===== config.mk =====
export PLATFORM = sky130hd
export DESIGN_NAME = elevator_scan_controller
export DESIGN_NICKNAME = d
export VERILOG_FILES = /design/src/rtl/elevator_pkg.sv /design/src/rtl/elevator_tick_timer.sv /design/src/rtl/elevator_scan_controller.sv
export SDC_FILE = /design/constraint.sdc
export NUM_CORES = 1
export LEC_CHECK = 0
export CAP_MARGIN = 40
export CELL_PAD_IN_SITES_DETAIL_PLACEMENT = 0
export CELL_PAD_IN_SITES_GLOBAL_PLACEMENT = 1
export CORE_UTILIZATION = 25
export CTS_CLUSTER_SIZE = 24
export DETAILED_ROUTE_END_ITERATION = 8
export MAX_ROUTING_LAYER = met4
export PLACE_DENSITY_LB_ADDON = 0.1
export SYNTH_ARGS = -nofsm -noshare
export SYNTH_HDL_FRONTEND = slang
export SYNTH_SLANG_ARGS = --single-unit
export TNS_END_PERCENT = 50

===== constraint.sdc =====
create_clock -name clk -period 3.5 [get_ports clk]
set_input_delay 1.05 -clock clk [delete_from_list [all_inputs] [get_ports clk]]
set_output_delay 1.05 -clock clk [all_outputs]
set_load 0.1 [all_outputs]

===== src/rtl/elevator_pkg.sv =====
// rtl/elevator_pkg.sv - shared state type and call-mask helpers for the SCAN elevator
// Contents:
//   state_t    : controller state (ST_IDLE, ST_MOVE, ST_DOOR)
//   MAX_FLOORS : width of the helper mask arguments (largest supported building)
//   FLOOR_W    : floor index width for a given floor count
//   any_above  : 1 when any mask bit lies strictly above floor
//   any_below  : 1 when any mask bit lies strictly below floor
package elevator_pkg;

   typedef enum logic [1:0] {
      ST_IDLE,
      ST_MOVE,
      ST_DOOR
   } state_t;

   localparam int MAX_FLOORS = 16;

   function automatic int FLOOR_W(input int n);
      return (n > 1) ? $clog2(n) : 1;
   endfunction

   function automatic logic any_above(input logic [MAX_FLOORS-1:0] mask, input int floor);
      logic hit;
      hit = 1'b0;
      for (int i = 0; i < MAX_FLOORS; i++) begin
         if (i > floor && mask[i]) hit = 1'b1;
      end
      return hit;
   endfunction

   function automatic logic any_below(input logic [MAX_FLOORS-1:0] mask, input int floor);
      logic hit;
      hit = 1'b0;
      for (int i = 0; i < MAX_FLOORS; i++) begin
         if (i < floor && mask[i]) hit = 1'b1;
      end
      return hit;
   endfunction

endpackage


===== src/rtl/elevator_tick_timer.sv =====
// rtl/elevator_tick_timer.sv - wrapping tick counter used for travel and door dwell
// Ports:
//   clk    in  clock, rising edge
//   rst_n  in  asynchronous active-low reset
//   clear  in  force count to 0 (wins over en)
//   en     in  advance count; wraps to 0 after the terminal value
//   done   out count is at MAX-1 (terminal tick of the interval)
module elevator_tick_timer #(
   parameter int MAX = 10
) (
   input  logic clk,
   input  logic rst_n,
   input  logic clear,
   input  logic en,
   output logic done
);

   localparam int W = (MAX > 1) ? $clog2(MAX) : 1;
   localparam logic [W-1:0] LAST = W'(MAX - 1);

   logic [W-1:0] count;

   assign done = (count == LAST);

   always_ff @(posedge clk or negedge rst_n) begin
      if (!rst_n) begin
         count <= '0;
      end else if (clear) begin
         count <= '0;
      end else if (en) begin
         count <= done ? '0 : count + 1'b1;
      end
   end

endmodule


===== src/rtl/elevator_scan_controller.sv =====
// rtl/elevator_scan_controller.sv - SCAN-order elevator controller with travel and dwell timing
// Ports:
//   clk            in   clock, rising edge
//   rst_n          in   asynchronous active-low reset
//   call_req       in   [NUM_FLOORS] call request per floor (pulse or level)
//   current_floor  out  [FW] floor the car is at / last passed
//   pending        out  [NUM_FLOORS] outstanding-call mask
//   dir_up         out  travel direction (held while stopped)
//   moving         out  car travelling between floors
//   door_open      out  door dwell in progress
//   idle           out  no work, car parked
module elevator_scan_controller
   import elevator_pkg::*;
#(
   parameter int  NUM_FLOORS = 9,
   parameter int  MOVE_TICKS = 10,
   parameter int  DOOR_TICKS = 20,
   localparam int FW         = FLOOR_W(NUM_FLOORS)
) (
   input  logic                  clk,
   input  logic                  rst_n,
   input  logic [NUM_FLOORS-1:0] call_req,
   output logic [FW-1:0]         current_floor,
   output logic [NUM_FLOORS-1:0] pending,
   output logic                  dir_up,
   output logic                  moving,
   output logic                  door_open,
   output logic                  idle
);

   localparam logic [FW-1:0]         TOP_FLOOR = FW'(NUM_FLOORS - 1);
   localparam logic [NUM_FLOORS-1:0] ONE       = NUM_FLOORS'(1);

   // {idle, moving, door_open} per state
   localparam logic [2:0] FL_IDLE = 3'b100;
   localparam logic [2:0] FL_MOVE = 3'b010;
   localparam logic [2:0] FL_DOOR = 3'b001;

   state_t                  state;
   logic [MAX_FLOORS-1:0]   pend_w;
   logic [NUM_FLOORS-1:0]   cur_oh;
   logic [NUM_FLOORS-1:0]   step_oh;
   logic [NUM_FLOORS-1:0]   pend_in;
   logic [FW-1:0]           step_floor;
   logic                    here_call;
   logic                    above_cur;
   logic                    below_cur;
   logic                    above_step;
   logic                    below_step;
   logic                    depart_up;
   logic                    move_done;
   logic                    door_done;

   assign pend_w    = MAX_FLOORS'(pending);
   assign cur_oh    = ONE << current_floor;
   assign step_oh   = ONE << step_floor;
   assign pend_in   = pending | call_req;
   assign here_call = |(call_req & cur_oh);

   // Floor reached at the end of the current travel interval; saturates at the shaft ends.
   assign step_floor = (dir_up && current_floor != TOP_FLOOR) ? current_floor + 1'b1 :
                       (!dir_up && current_floor != '0)       ? current_floor - 1'b1 :
                                                                current_floor;

   assign above_cur  = any_above(pend_w, int'(current_floor));
   assign below_cur  = any_below(pend_w, int'(current_floor));
   assign above_step = any_above(pend_w, int'(step_floor));
   assign below_step = any_below(pend_w, int'(step_floor));

   // Departure direction: keep the current heading when calls lie on both sides.
   assign depart_up = dir_up ? above_cur : !below_cur;

   elevator_tick_timer #(.MAX(MOVE_TICKS)) u_move_timer (
      .clk   (clk),
      .rst_n (rst_n),
      .clear (state != ST_MOVE),
      .en    (state == ST_MOVE),
      .done  (move_done)
   );

   // A call for the landing floor while the door is open restarts the dwell.
   elevator_tick_timer #(.MAX(DOOR_TICKS)) u_door_timer (
      .clk   (clk),
      .rst_n (rst_n),
      .clear (state != ST_DOOR || here_call),
      .en    (state == ST_DOOR),
      .done  (door_done)
   );

   always_ff @(posedge clk or negedge rst_n) begin
      if (!rst_n) begin
         state                      <= ST_IDLE;
         current_floor              <= '0;
         pending                    <= '0;
         dir_up                     <= 1'b1;
         {idle, moving, door_open}  <= FL_IDLE;
      end else begin
         pending <= pend_in;
         case (state)
            ST_IDLE: begin
               // A call for the parked floor opens the door straight away and never
               // shows up in pending.
               if (here_call || (pending & cur_oh) != '0) begin
                  state                     <= ST_DOOR;
                  {idle, moving, door_open} <= FL_DOOR;
                  pending                   <= pend_in & ~cur_oh;
               end else if (above_cur || below_cur) begin
                  state                     <= ST_MOVE;
                  {idle, moving, door_open} <= FL_MOVE;
                  dir_up                    <= depart_up;
               end
            end
            ST_MOVE: begin
               if (move_done) begin
                  current_floor <= step_floor;
                  if ((pending & step_oh) != '0) begin
                     state                     <= ST_DOOR;
                     {idle, moving, door_open} <= FL_DOOR;
                     pending                   <= pend_in & ~step_oh;
                  end else if (!(dir_up ? above_step : below_step)) begin
                     if (dir_up ? below_step : above_step) begin
                        dir_up <= !dir_up;
                     end else begin
                        state                     <= ST_IDLE;
                        {idle, moving, door_open} <= FL_IDLE;
                     end
                  end
               end
            end
            ST_DOOR: begin
               pending <= pend_in & ~cur_oh;
               if (door_done && !here_call) begin
                  if (above_cur || below_cur) begin
                     state                     <= ST_MOVE;
                     {idle, moving, door_open} <= FL_MOVE;
                     dir_up                    <= depart_up;
                  end else begin
                     state                     <= ST_IDLE;
                     {idle, moving, door_open} <= FL_IDLE;
                  end
               end
            end
            default: begin
               state                     <= ST_IDLE;
               {idle, moving, door_open} <= FL_IDLE;
            end
         endcase
      end
   end

endmodule


==> summary.txt, run 1 <==
STA
  – Post-route setup slack: roughly 0.32 ns
  – RSZ-0062 raised after global routing: no
  – Worst-margin pin slew: approximately 0.56 ns
  – Final Hold Fails: 0
  – Max transition margin: between 60% and 70%
  – Fin crit period: roughly 3.2 ns
  – Final period util: between 90% and 100%
  – Setup TNS: 0 ns
  – Final Skew: ~0.0046 ns
  – Fmax: around 0.31 GHz
  – Slew Viols, Final: 0
  – Endpoints failing setup: 0

Worst setup path
  – Arrival time at the worst endpoint: 3.40 ns
  – Critical Path RT: ~3.7 ns
  – Crit path launch type: register
  – Slowest stage delay, CP: roughly 0.42 ns
  – Worst reg2reg path depth: 11
  – Critical path endpoint category: register
  – R2R Setup Slk: ~0.32 ns
  – CP cell instances: inv_1 > ha_1 > buf_4 > nand2b_1 > nor3_1 > o211ai_1 > a21o_1 > a221o_1 > or3b_4 > a31o_1 > a32o_1
  – CP Max Fanout: 6
  – R2r endpoint: idle$_DFFE_PN1P_
  – Setup CP Type: register to register
  – Slowest cell on crit path: dfrtp_2
  – Reg-to-Reg Start: current_floor[1]$_DFFE_PN0P_

Yosys
  – Synth top area share: a little over a quarter
  – YS warnings: 0
  – Cell with the most instances after synthesis: nor2_1
  – Main flop type after synthesis: dfrtp_1
  – Mapped Nets: ~330
  – Seq/Total Area, Yosys: ~29%
  – Synth async-reset ratio: between 90% and 100%
  – Synthesized area: 2460 sq um
  – Post-Synthesis Cells: just over 300
  – Most frequent cells after synthesis: 37 x nor2_1, 26 x dfrtp_1, 23 x o21ai_0
  – Leading area contributor after synthesis: dfrtp_1
  – Library cells used by synthesis: 75
  – Syn_area_per_cell: about 8.1 sq um
  – Post-synth EDFFs: 0
  – Top post-synthesis cells by area: dfrtp_1 26%, nor2_1 5.6%, ha_1 5.6%, o21ai_0 4.7%, a21oi_1 3.9%
  – #FFs+latches synth: 28

Status
  – Status: finished clean

Routing
  – Drt via density: 5.31
  – DRT antenna net count: 0
  – Wire per inst: 19.6 um
  – Via count: between 2k and 2.5k
  – Routed wire length: just over 9000 um
  – First-pass DRT Iterations: 6
  – 1st-iter DRT viols: approximately 210
  – DRC viols: 0

Clocking
  – Clk slew on worst S/H paths: between 0.1 and 0.15 ns
  – Clk sinks: 28
  – CTS tree: yes
  – CTS Hold Bufs: 0
  – Clock Tree Buf Depth: 2
  – H-tree depth: 1
  – Clock root buffer: clkbuf_8
  – Post-CTS setup buffers: 0
  – Worst-Skew Late Latency: 0.28 ns
  – Post_cts resized: 0
  – CTS buffer count: 3

Power
  – Peak supply drop: between 0.2 and 0.25 mV
  – Leak pwr: around 1.2 nW
  – P per Cell Area: a little under 500 nW/um^2

Min path
  – Hold path depth: 1
  – HP Start: u_door_timer.count[0]$_DFFE_PN0P_
  – Hold crit path type: register to register
  – Hold Path End: u_door_timer.count[0]$_DFFE_PN0P_

Floorplanning
  – DIE AREA: between 10000 and 15000 sq um
  – Row count: 35
  – Initial Util: approximately a quarter
  – Die Ht: slightly above 100 um
  – IO Count: 28
  – CORE AREA: about 9400 sq um
  – Die Wd: between 100 and 150 um

Placement
  – Port Buffers: 27
  – DP Worst Slack: 0.116 ns
  – HPWL after DPL: approximately 7000 um
  – Post-DP Area: slightly below 3000 sq um
  – Placed insts: about 460
  – Final Wtd Congestion: ~0.89

GRT
  – Vias in the first global route: ~2.5k
  – Initial antenna violation count: 0
  – Total congestion overflow: 0
  – GRT Resource Usage Total: 19.7%
  – Global-route wire length before repair: approximately 15000 um
  – Largest net degree at the start of global routing: 29

Layout
  – Nets: around 360
  – Ant. Diodes: 0
  – Post-route cell area: around 3000 sq um
  – Post-route non-filler standard cell count: 468
  – Share of layout cells above drive strength 1: roughly 20%
  – Layout area overhead: 22.7%

Job
  – Max Cap Viol: 0
-- where the power goes --
part	leakage (nW)	internal, mW	total (mW)	switching [mW]
Combinational	0.837	0.270	0.755	0.485
Clock	0.0357	0.153	0.271	0.117
Sequential	0.331	0.372	0.467	0.0945
Total	1.20	0.796	1.49	0.697
-- kinds of logic after synthesis --
family | share of synthesized area, %
AO/OA/AOI/OAI | 30.4
AND/OR/NAND/NOR | 23.0
buffers and inverters | 5.79
flip-flops | 28.5
adder cells (fa/ha/maj) | 5.59
XOR/XNOR | 3.20
multiplexers | 3.50
-- state kept, by name, summed over array words and instances, names as in the netlist --
| register | count |
|---|---|
| door_open | 1 |
| pending | 9 |
| moving | 1 |
| idle | 1 |
| current_floor | 4 |
| state | 2 |
| u_move_timer.count | 4 |
| dir_up | 1 |
| u_door_timer.count | 5 |
-- routing by layer --
layer  routed length (um)  vias to the layer above  GRT usage, %
met5                    0                        -             -
met1                 4310                     1174          26.1
met4                  174                        0          4.79
met2                 4140                       93          31.5
met3                  551                       14          2.97
li1                     -                     1205             -
-- area by class of cell --
type                       count  area, sq um
tap                          129          161
multi-input combinational    244         1630
clock buffer                   3         41.3
fill                        1049         6350
sequential                    28          707
timing repair buffer          52          415
clock inverter                 1         30.0
inverter                      11         41.3
-- cells in the final DEF, fill, tap and decap left out, drive strengths merged, types with 4 or more instances in the layout --
cell / Yosys / routed
a21o: 4 / 4
buf: 9 / 42
mux2i: 6 / 6
a22oi: 5 / 5
nand3: 13 / 13
nand2: 20 / 20
or2: 4 / 4
xor2: 5 / 5
inv: 11 / 11
nor2: 37 / 37
o21ai: 26 / 26
a21oi: 19 / 19
o31ai: 5 / 5
ha: 11 / 11
xnor2: 4 / 4
a31oi: 11 / 11
and3: 4 / 4
clkdlybuf4s50: 0 / 10
nor3: 6 / 6
dfrtp: 26 / 26
-- how the worst max path moves through the flow --
stage                                      start  slack (ns)  cells past startpoint                    end
floorplan           current_floor[0]$_DFFE_PN0P_        0.02                     11       idle$_DFFE_PN1P_
global placement                     call_req[0]        0.11                      9  door_open$_DFFE_PN0P_
detailed placement                   call_req[0]        0.12                      9       idle$_DFFE_PN1P_
CTS                 current_floor[0]$_DFFE_PN0P_        0.23                     10   pending[1]$_DFF_PN0_
global route        current_floor[1]$_DFFE_PN0P_        0.11                     11       idle$_DFFE_PN1P_
finish              current_floor[1]$_DFFE_PN0P_        0.32                     11       idle$_DFFE_PN1P_
-- per-stage QoR --
| stage | power [mW] | hold slack [ns] | utilization [%] |
|---|---|---|---|
| floorplan | 0.999 | 0.433 | - |
| global placement | 1.23 | 0.456 | 31.4 |
| detailed placement | 1.22 | 0.458 | 31.4 |
| CTS | 1.50 | 0.474 | 32.2 |
| global route | 1.59 | 0.497 | 32.3 |
| finish | 1.49 | 0.463 | 32.3 |
-- worst max-delay path, delay by kind of cell, from the launching register on --
kind	cells	cell delay (ns)
AOI/OAI and AO/OA	5	1.25
and+or+nand+nor	3	0.87
DFF	1	0.42
adders and majority gates	1	0.31
buffers and inverters	2	0.26
No activity file was read; power rests on OpenSTA's default activity.
==> run 2, diff against run 1 <==
Clock period 3.5 ns to 3.6 ns, I/O delays scaled along.
==> run 2 against run 1 <==
Against the previous run: first-iteration DRC count is 17% lower; critical path type unchanged; global-route usage is 0.46 points lower; sequential power is 1% lower; largest power group unchanged; combinational power is 6.6% lower; sequential share of layout area is 0.41 points higher; core utilization is 0.56 points lower; power is 3.7% lower; critical path depth stayed put; count of clock-buffer cells in the layout stayed put; worst setup slack worse by 0.037 ns; clock power hardly changed.
==> summary.txt, run 2 (synthesis gave the netlist of run 1 again) <==
STA
  – RSZ-0062 raised after global routing: no
  – Setup TNS: 0 ns
  – Final Hold Fails: 0
  – Endpoints failing setup: 0
  – Fmax: 0.302 GHz
  – Fin crit period: 3.31 ns
  – Slew Viols, Final: 0
  – Final period util: 92.0%
  – Final Skew: ~0.0035 ns
  – Post-route setup slack: ~0.29 ns
  – Worst-margin pin slew: around 0.56 ns
  – Max transition margin: a little over 60%

Min path
  – Hold Path End: u_door_timer.count[0]$_DFFE_PN0P_
  – HP Start: u_door_timer.count[0]$_DFFE_PN0P_
  – Hold crit path type: register to register
  – Hold path depth: 1

Clocking
  – CTS Hold Bufs: 0
  – Clock Tree Buf Depth: 2
  – Worst-Skew Late Latency: between 0.2 and 0.3 ns
  – H-tree depth: 1
  – Clk sinks: 28
  – CTS buffer count: 3
  – Clk slew on worst S/H paths: roughly 0.12 ns
  – Clock root buffer: clkbuf_8
  – Post-CTS setup buffers: 0
  – CTS tree: yes

Floorplanning
  – IO Count: 28
  – Die Ht: ~100 um
  – DIE AREA: ~10000 sq um
  – Initial Util: between 20% and 30%
  – Row count: 35
  – CORE AREA: roughly 9400 sq um
  – Die Wd: about 100 um

Layout
  – Most common cell after layout, fill and taps aside: nor2_1
  – Ant. Diodes: 0
  – Most flops, register: pending
  – Largest register FFs: 9
  – Largest registers: pending: 9 flops, u_door_timer.count: 5 flops
  – Post-route cell area: between 2000 and 3000 sq um
  – Fillers: ~1.0k
  – Layout area overhead: 20.6%
  – Utilization after layout: 31.7%
  – Share of layout cells above drive strength 1: approximately 18%
  – Commonest non-fill, non-tap cells in the layout: 37 x nor2_1, 35 x buf_4, 23 x o21ai_0, 23 x dfrtp_1
  – Nets: around 360

Power
  – Leak pwr: roughly 1.2 nW
  – Final Power: 1.44 mW
  – Peak supply drop: a little under 0.2 mV
  – P per Cell Area: between 400 and 500 nW/um^2

Routing
  – DRC viols: 0
  – Via count: between 2k and 2.5k
  – Wire per inst: around 19 um
  – Drt via density: between 5 and 6
  – 1st-iter DRT viols: 170
  – Routed wire length: 8930 um
  – First-pass DRT Iterations: 4
  – DRT antenna net count: 0

Worst setup path
  – Critical path endpoint category: register
  – R2r endpoint: idle$_DFFE_PN1P_
  – R2R Setup Slk: roughly 0.29 ns
  – Crit path launch type: register
  – Worst reg2reg path depth: 11
  – Reg-to-Reg Start: current_floor[1]$_DFFE_PN0P_
  – Critical Path RT: approximately 3.8 ns
  – Arrival time at the worst endpoint: between 3 and 4 ns
  – Setup CP Type: register to register
  – CP Max Fanout: 8

Placement
  – Final Wtd Congestion: slightly below 0.9
  – HPWL after DPL: approximately 6700 um
  – Post-DP Area: approximately 2900 sq um
  – DP Worst Slack: between 0.2 and 0.25 ns
  – Port Buffers: 27

Status
  – Status: finished clean

GRT
  – Total congestion overflow: 0
  – Global-route wire length before repair: 14300 um
  – GRT Resource Usage Total: between 10% and 20%
  – Vias in the first global route: between 2k and 2.5k
  – Initial antenna violation count: 0
  – Largest net degree at the start of global routing: 29

Job
  – Max Cap Viol: 0
## run 2: changes by cell type in the layout (fill, tap and decap cells not counted)
cell | previous run | this run
buf_4 | 42 | 35
## run 2: worst max path at each step
stage | from | end | slack [ns]
after detailed placement | call_req[0] | idle$_DFFE_PN1P_ | 0.20
after global placement | call_req[0] | idle$_DFFE_PN1P_ | 0.19
after CTS | current_floor[1]$_DFFE_PN0P_ | pending[1]$_DFF_PN0_ | 0.23
after floorplan | current_floor[0]$_DFFE_PN0P_ | idle$_DFFE_PN1P_ | 0.12
final | current_floor[1]$_DFFE_PN0P_ | idle$_DFFE_PN1P_ | 0.29
after global routing | current_floor[1]$_DFFE_PN0P_ | idle$_DFFE_PN1P_ | 0.13
## run 2: worst max-delay path, cell delays in order (launching register included)
cell and delay, ns:
dfrtp_2 0.45, inv_1 0.08, ha_1 0.28, ha_1 0.34
mux2i_2 0.14, a211oi_2 0.28, o211ai_1 0.17, a21o_1 0.22
a221o_1 0.38, or3b_4 0.42, a31o_1 0.26, a32o_1 0.22
## run 2: power breakdown
part           total, mW  internal, mW  leakage, nW  switching [mW]
Sequential         0.462         0.362        0.331          0.0998
Clock              0.270         0.149       0.0357           0.120
Combinational      0.705         0.246        0.800           0.459
## run 2: metrics by stage
step	instances	hold slack (ns)
3_5_place_dp	457	0.462
3_3_place_gp	457	0.458
5_1_grt	461	0.503
6_report	461	0.475
2_1_floorplan	303	0.433
4_1_cts	461	0.480
## run 2: repair_timing
item | CTS | global route
endpoints found under the hold margin | 0 | 0
endpoints found under the setup margin | 0 | 2
resized for setup | 0 | 1
## run 2: area by class of cell
class	instances	area [sq um]	share of cell area (%)
Clock buffer	3	41.3	1.39
Clock inverter	1	30.0	1.01
Inverter	11	41.3	1.39
Multi-Input combinational cell	244	1630	54.8
Sequential cell	28	707	23.8
Tap cell	129	161	5.43
Timing Repair Buffer	45	363	12.2
## run 2: per-layer routing
metal | share of wire (%) | vias to the layer above | global-route usage (%)
li1 | - | 1184 | -
met1 | 48 | 1228 | 26.0
met2 | 45 | 67 | 29.5
met3 | 4.7 | 12 | 2.35
met4 | 1.7 | 0 | 6.69
met5 | 0 | - | -
